--- src/rtl/video_frame_meter.sv ---
// Receive-side frame geometry meter for the di/de/hs/vs pixel stream.
// Reports first-line width, non-empty line count, pixel checksum and a consistency flag per frame.
module video_frame_meter #(
  parameter int PIXEL_WIDTH = 8,
  parameter int CNT_WIDTH   = 16
) (
  input  logic                   clk,
  input  logic                   rst,
  input  logic [PIXEL_WIDTH-1:0] di_i,
  input  logic                   de_i,
  input  logic                   hs_i,
  input  logic                   vs_i,
  output logic [CNT_WIDTH-1:0]   meas_w_o,
  output logic [CNT_WIDTH-1:0]   meas_h_o,
  output logic [31:0]            meas_sum_o,
  output logic                   meas_err_o,
  output logic                   meas_vld_o,
  output logic [15:0]            frame_cnt_o
);

  localparam logic [CNT_WIDTH-1:0] CNT_MAX = '1;

  typedef enum logic [1:0] {IDLE, LINE, HBLANK} state_t;

  function automatic logic [CNT_WIDTH-1:0] sat_inc(input logic [CNT_WIDTH-1:0] v);
    return (v == CNT_MAX) ? v : v + CNT_WIDTH'(1);
  endfunction

  state_t               state;
  logic                 sr_hs, sr_vs;
  logic [CNT_WIDTH-1:0] pix_cnt, ref_w, line_cnt;
  logic                 have_ref;
  logic [31:0]          sum;
  logic                 err;

  logic vs_rise, vs_fall, hs_rise, hs_fall;
  logic in_frame, accept, close_line, line_nz, first_line;
  logic mism, line_sat, pix_sat, frame_close, err_next;
  logic [CNT_WIDTH-1:0] w_next, h_next;

  // Edge detect and per-cycle decisions
  always_comb begin
    vs_rise     = vs_i & ~sr_vs;
    vs_fall     = ~vs_i & sr_vs;
    hs_fall     = ~hs_i & sr_hs;
    hs_rise     = hs_i & ~sr_hs;
    in_frame    = (state != IDLE);
    accept      = de_i & ~hs_i & vs_i & (in_frame | vs_rise);
    close_line  = (state == LINE) & (hs_rise | vs_fall);
    line_nz     = close_line & (pix_cnt != '0);
    first_line  = line_nz & ~have_ref;
    mism        = line_nz & have_ref & (pix_cnt != ref_w);
    line_sat    = line_nz & (line_cnt == CNT_MAX);
    pix_sat     = accept & (pix_cnt == CNT_MAX);
    w_next      = first_line ? pix_cnt : ref_w;
    h_next      = line_nz ? sat_inc(line_cnt) : line_cnt;
    err_next    = err | mism | line_sat | pix_sat;
    frame_close = in_frame & vs_fall;
  end

  // Registered state, accumulators and measurement outputs
  always_ff @(posedge clk or posedge rst) begin
    if (rst) begin
      state       <= IDLE;
      sr_hs       <= 1'b1;
      sr_vs       <= 1'b1;
      pix_cnt     <= '0;
      ref_w       <= '0;
      have_ref    <= 1'b0;
      line_cnt    <= '0;
      sum         <= '0;
      err         <= 1'b0;
      meas_w_o    <= '0;
      meas_h_o    <= '0;
      meas_sum_o  <= '0;
      meas_err_o  <= 1'b0;
      meas_vld_o  <= 1'b0;
      frame_cnt_o <= '0;
    end else begin
      sr_hs      <= hs_i;
      sr_vs      <= vs_i;
      meas_vld_o <= 1'b0;

      case (state)
        IDLE:    if (vs_rise) state <= hs_i ? HBLANK : LINE;
        LINE:    if (vs_fall) state <= IDLE; else if (hs_rise) state <= HBLANK;
        HBLANK:  if (vs_fall) state <= IDLE; else if (hs_fall) state <= LINE;
        default: state <= IDLE;
      endcase

      if (frame_close) begin
        meas_w_o    <= w_next;
        meas_h_o    <= h_next;
        meas_sum_o  <= sum;
        meas_err_o  <= err_next;
        meas_vld_o  <= 1'b1;
        frame_cnt_o <= frame_cnt_o + 16'd1;
        pix_cnt     <= '0;
        ref_w       <= '0;
        have_ref    <= 1'b0;
        line_cnt    <= '0;
        sum         <= '0;
        err         <= 1'b0;
      end else begin
        if (accept) begin
          pix_cnt <= sat_inc(pix_cnt);
          sum     <= sum + 32'(di_i);
        end
        // Closing cycles never accept a pixel (hs or vs is inactive), so the clear cannot lose one
        if (close_line) pix_cnt <= '0;
        if (first_line) begin
          ref_w    <= pix_cnt;
          have_ref <= 1'b1;
        end
        line_cnt <= h_next;
        err      <= err_next;
      end
    end
  end

endmodule
--- config.mk ---
export PLATFORM = sky130hd
export DESIGN_NAME = video_frame_meter
export DESIGN_NICKNAME = d
export VERILOG_FILES = /design/src/rtl/video_frame_meter.sv
export SDC_FILE = /design/constraint.sdc
export NUM_CORES = 1
export LEC_CHECK = 0
export CORE_MARGIN = 5
export CORE_UTILIZATION = 50
export CTS_CLUSTER_SIZE = 12
export DETAILED_ROUTE_END_ITERATION = 10
export PLACE_DENSITY = 0.72
export SYNTH_ARGS = -nofsm -noshare
export SYNTH_HDL_FRONTEND = slang
export SYNTH_SLANG_ARGS = --single-unit
--- constraint.sdc ---
create_clock -name clk -period 8.76 [get_ports clk]
set_clock_uncertainty 0.2 [all_clocks]
set_input_delay 2.19 -clock clk [delete_from_list [all_inputs] [get_ports clk]]
set_output_delay 2.19 -clock clk [all_outputs]
set_load 0.01 [all_outputs]
# Yosys cells after proc, flatten, opt, wreduce, memory -nomap -nowiden

Cells that the tools add are included.

Output and inout port bits: 82
Register bits: 168
Input port bits: 13
Logic and storage cells: 83

Equal/unequal tests: 9
Add/subtract/negate cells: 4
Reductions and logical operators: 8
Bitwise operators: 25
Muxes and demuxes: 22

Operators by type and width:

| cell                                                | number |
|---|---|
| 2-to-1 mux 16 bit                                   | 9 |
| 2-to-1 mux 32 bit                                   | 2 |
| adder 16 x 1 -> 16 bit, second input constant       | 3 |
| adder 32 x 8 -> 32 bit                              | 1 |
| equality test 16 bit, second input constant         | 2 |
| != test 16 bit                                      | 1 |
| nonzero test 16 bit                                 | 1 |
| bitwise AND 1 bit                                   | 15 |
| 2-to-1 mux 2 bit                                    | 6 |
| != test 3 bit, second input constant                | 3 |
| one-hot mux 2 bit (3 select lines)                  | 1 |
| nonzero test 2 bit                                  | 3 |
| inverter 1 bit                                      | 5 |
| OR 1 bit                                            | 5 |
| 2-to-1 mux 1 bit                                    | 4 |
| AND reduction 3 bit                                 | 1 |
| nonzero test 3 bit                                  | 1 |
| equality test 2 x 1 -> 1 bit, second input constant | 1 |
| equality test 2 bit, second input constant          | 1 |
| logical NOT 2 bit                                   | 1 |
| != test 2 bit, second input constant                | 1 |
| AND reduction 2 bit                                 | 1 |

# Depth between registers and ports, before layout

Depth after elaboration: 11
Gate-level depth with buffers: 10
Gate-level depth less buffers: 7

# Least setup slack after synthesis

No wires, ideal clock.

Kind: in2reg
From: in di_i[0]
To: reg sum[14]
Arrival: 3.806 ns
Buffers on the path: 1
Data required time: 8.424 ns
Library setup time: 0.136 ns
Path slack: 4.617 ns
Cell stages on the path: 8
Cells stage by stage: ha_1 fa_1 a211oi_1 o211ai_1 nand4_2 buf_2 or3_1 a21oi_1

Longest elaborated chain between the ends: 3

Ends and longest elaborated chain:

| item                   | line | RTL |
|---|---|---|
| start, declared        | 9    | `input logic [PIXEL_WIDTH-1:0] di_i,` |
| adder 32 x 8 -> 32 bit | 107  | `sum <= sum + 32'(di_i);` |
| 2-to-1 mux 32 bit      | 105  | `if (accept) begin` |
| 2-to-1 mux 32 bit      | 91   | `if (frame_close) begin` |
| end signal, assigned   | 107  |  |
| end, declared          | 33   | `logic [31:0] sum;` |

Every way passes these cells. The select of a mux whose other input is x is not followed.
A chain may end at the register's enable or synchronous reset.

# Worst setup path after layout

From: in di_i[0]
To: reg sum[24]

Same word-level chain as after synthesis.

==> summary.txt <==
Clocking
  – Post-cts resize count: 0
  – CTS tree: yes
  – Number of buffers on the longest clock path: 2
  – Count of buffers added by post-CTS timing repair for setup: 0
  – TritonCTS buffer count: 17
  – Clk pin slew, worst setup/hold paths: around 0.06 ns
  – Number of sinks driven by the clock tree: ~170
  – Root buffer cell: sky130_fd_sc_hd__clkbuf_16
  – Worst-skew pair later-pin latency: 0.43 ns
  – Number of levels in the clock H-tree: 4
  – Hold buffer count at cts: 0

Logic synthesis
  – Most used flip-flop cell after synthesis: sky130_fd_sc_hd__dfrtp_1
  – Yosys Warn Count: 0
  – FFs w/ async S/R, synth: 1.000
  – Cells after synthesis: about 850
  – Distinct cell type count of the synthesized netlist: just over 60
  – #FFs+latches synth: approximately 170
  – Area of the mapped netlist: roughly 8200 um^2
  – Post-Syn Area per Cell: 9.556 um^2
  – Register area share after synthesis: 0.5160
  – Number of enable flip-flop cells after synthesis: 0
  – Post-synthesis net count: a little under 900

Setup path
  – Maximum single-stage delay on the critical path: ~0.63 ns
  – Worst-path maximum fanout: 18
  – Gate family responsible for the most delay along the worst path: simple AND/OR/NAND/NOR gates
  – Kind of launch point of the worst setup path: input port
  – Buf/Inv on CP: 1
  – Arrival time worst endpoint: 4.87 ns
  – Slowest cell on crit path: sky130_fd_sc_hd__or4_1
  – Worst Setup Path Type: input port to flip-flop
  – CP required: between 8 and 9 ns
  – Worst path cell trace: clkdlybuf4s50_1 -> ha_1 -> fa_1 -> a211oi_1 -> o211ai_1 -> nand4_2 -> or4_1 -> a21oi_1
  – Worst setup EP type: flip-flop

Drt
  – Detail-routed via count per cell: 5.539
  – Number of nets with antenna violations after routing: 0
  – Vias: around 6400
  – Drt drc: 0
  – Drt total wl: 18320 um
  – Average wire per cell in the routed design: between 15 and 20 um
  – Met3 Routed Length: around 1100 um
  – Top sig layer: met4
  – Number of iterations in the first detailed-routing pass: 5
  – Length of routed wiring on met1: about 9000 um
  – Metal2 WL: roughly 8000 um
  – DRC marker count from the first detailed-route iteration: approximately 630

Power
  – Worst vdd ir: ~0.16 mV
  – Leakage power total: between 4 and 5 nW
  – Cell area power density: 220.1 nW/um^2
  – Power, Total: approximately 2.2 mW

Run status
  – Status: finished clean

Timing
  – Count of final setup violators: 0
  – Worst rel slew slack: 0.1812
  – Minimum clock period after layout: between 4 and 5 ns
  – Sum Neg Setup Slack: 0 ns
  – Final worst path period share: 0.5390
  – Final hold violations: 0
  – Setup repair after global routing missed its margin: false
  – Worst slew pin tran: between 1 and 1.5 ns
  – Achievable frequency: ~210 MHz
  – Final Slew Violations: 0

Floorplan
  – Die height: between 100 and 150 um
  – Die area: ~19000 um^2
  – Initial core utilization: 0.5113
  – Core Region: around 16000 um^2
  – Horizontal die dimension: 137.7 um
  – Number of ports placed on the die boundary: 95
  – Cell Rows: 46

Layout
  – Layout Area Growth over Synthesis: 19.88%
  – Total Nets Final: approximately 950
  – Most common library cell in the layout ignoring fill and taps: sky130_fd_sc_hd__dfrtp_1
  – Fraction of final layout cells with drive strength greater than 1: 0.05556
  – Leading cell types in the layout, fill and taps excluded: sky130_fd_sc_hd__dfrtp_1, sky130_fd_sc_hd__nand2_1, sky130_fd_sc_hd__clkdlybuf4s50_1
  – Antenna diode count: 0

Job
  – Max-capacitance violation count: 0

Placed design
  – Routability-driven placement congestion ratio: 0.8625
  – Count of input and output buffers: 94
  – Placed wire-length estimate after detailed placement: between 10000 and 15000 um

Global routing
  – First-pass GRT wire length: 30660 um
  – Number of antenna violations at the first check in global routing: 0
  – Via count of the first global-routing pass: between 6000 and 7000
  – Largest net degree at the start of global routing: 110
  – Global-route total usage across every layer: 0.2039
  – Congestion Overflow GR: 0

Min path
  – Path class of the lowest-slack min-delay path: flip-flop to flip-flop
## synth_stat cells, types with 3 or more instances
master | instances | area (um^2)
sky130_fd_sc_hd__nor2b_1 | 3 | 18.77
sky130_fd_sc_hd__clkbuf_1 | 27 | 101.4
sky130_fd_sc_hd__ha_1 | 12 | 150.1
sky130_fd_sc_hd__o31ai_1 | 18 | 135.1
sky130_fd_sc_hd__or2_2 | 3 | 18.77
sky130_fd_sc_hd__nor2_1 | 67 | 251.5
sky130_fd_sc_hd__or4_1 | 21 | 157.7
sky130_fd_sc_hd__o211ai_1 | 3 | 22.52
sky130_fd_sc_hd__dfrtp_1 | 166 | 4154
sky130_fd_sc_hd__inv_1 | 19 | 71.32
sky130_fd_sc_hd__xor2_1 | 10 | 87.58
sky130_fd_sc_hd__a2111o_1 | 3 | 33.78
sky130_fd_sc_hd__nand3b_1 | 3 | 22.52
sky130_fd_sc_hd__mux2i_1 | 29 | 290.3
sky130_fd_sc_hd__nand4_1 | 25 | 156.4
sky130_fd_sc_hd__a31oi_1 | 13 | 81.33
sky130_fd_sc_hd__nor4_1 | 8 | 50.05
sky130_fd_sc_hd__or4b_1 | 3 | 30.03
sky130_fd_sc_hd__a21oi_1 | 41 | 205.2
sky130_fd_sc_hd__nand2b_1 | 9 | 56.30
sky130_fd_sc_hd__a211oi_1 | 9 | 67.56
sky130_fd_sc_hd__nand3_1 | 38 | 190.2
sky130_fd_sc_hd__xnor2_1 | 33 | 289.0
sky130_fd_sc_hd__buf_2 | 15 | 75.07
sky130_fd_sc_hd__o21ai_0 | 57 | 285.3
sky130_fd_sc_hd__and2_1 | 3 | 18.77
sky130_fd_sc_hd__nor3_1 | 3 | 15.01
sky130_fd_sc_hd__nand2_1 | 155 | 581.8
sky130_fd_sc_hd__or3_1 | 6 | 37.54
sky130_fd_sc_hd__and3_1 | 7 | 43.79
sky130_fd_sc_hd__a21o_1 | 5 | 37.54
## cells by family after synthesis
group,synth area share
AND/OR/NAND/NOR,0.2233
adder cells (fa/ha/maj),0.02087
multiplexers,0.03561
buffers and inverters,0.03407
AO/OA/AOI/OAI,0.1239
flip-flops,0.5160
XOR/XNOR,0.04620
## metal layers
| metal | vias up | GRT usage |
|---|---|---|
| met5 | - | 0 |
| met4 | 0 | 0.06098 |
| met3 | 22 | 0.04748 |
| met2 | 158 | 0.2953 |
| met1 | 3043 | 0.3046 |
| li1 | 3158 | - |
## worst reg2reg max path: cells and delay by family (launching register included)
kind                     cells  cell delay [ns]
multiplexers                 1             0.40
flip-flops                   1             0.47
adder cells (fa/ha/maj)      1             0.15
AND/OR/NAND/NOR              3             1.36
AO/OA/AOI/OAI                1             0.13
buffers and inverters        1             0.13
## layout make-up
type / count / area [um^2]
Timing Repair Buffer: 97 / 963.4
Tap cell: 216 / 270.3
Clock buffer: 24 / 481.7
Sequential cell: 168 / 4207
Multi-Input combinational cell: 620 / 3679
Clock inverter: 8 / 95.09
Inverter: 19 / 76.32
Fill cell: 1375 / 6171
## worst paths after layout
kind / from / end / slack, ns / cells after the start
setup / recovery: di_i[0] / sum[24] / 4.04 / 8
hold / removal: frame_cnt_o[15] / frame_cnt_o[15] / 0.27 / 1
setup reg to reg: pix_cnt[0] / meas_w_o[10] / 5.77 / 7
hold reg to reg: frame_cnt_o[15] / frame_cnt_o[15] / 0.27 / 1
max in group asynchronous: rst / line_cnt[6] / 4.81 / 3
min in group asynchronous: rst / line_cnt[3] / 2.15 / 2
## state kept, by name, summed over array words and instances, names as in the netlist
register     flops
meas_sum_o      32
frame_cnt_o     16
sr_vs            1
line_cnt        16
sr_hs            1
pix_cnt         16
meas_h_o        16
err              1
meas_err_o       1
ref_w           16
sum             32
state            2
meas_w_o        16
meas_vld_o       1
have_ref         1
## report_power, final
part           internal [mW]  leakage, nW  switching (mW)  total [mW]
Sequential             0.867         2.28          0.0824       0.950
Clock                  0.441        0.280           0.299       0.740
Combinational          0.219         1.74           0.242       0.461
## per-stage QoR
stage	hold slack (ns)	util	cells	setup WS (ns)	area (um^2)
after floorplan	0.2519	-	853	1.827	8152
after global placement	0.2573	0.5768	1120	3.713	9195
after detailed placement	0.2618	0.5768	1120	3.629	9195
after CTS	0.2743	0.6129	1152	4.072	9772
after global routing	0.2823	0.6129	1152	3.823	9772
final	0.2693	0.6129	1152	4.038	9772
Power figures use the tool's default switching activity.
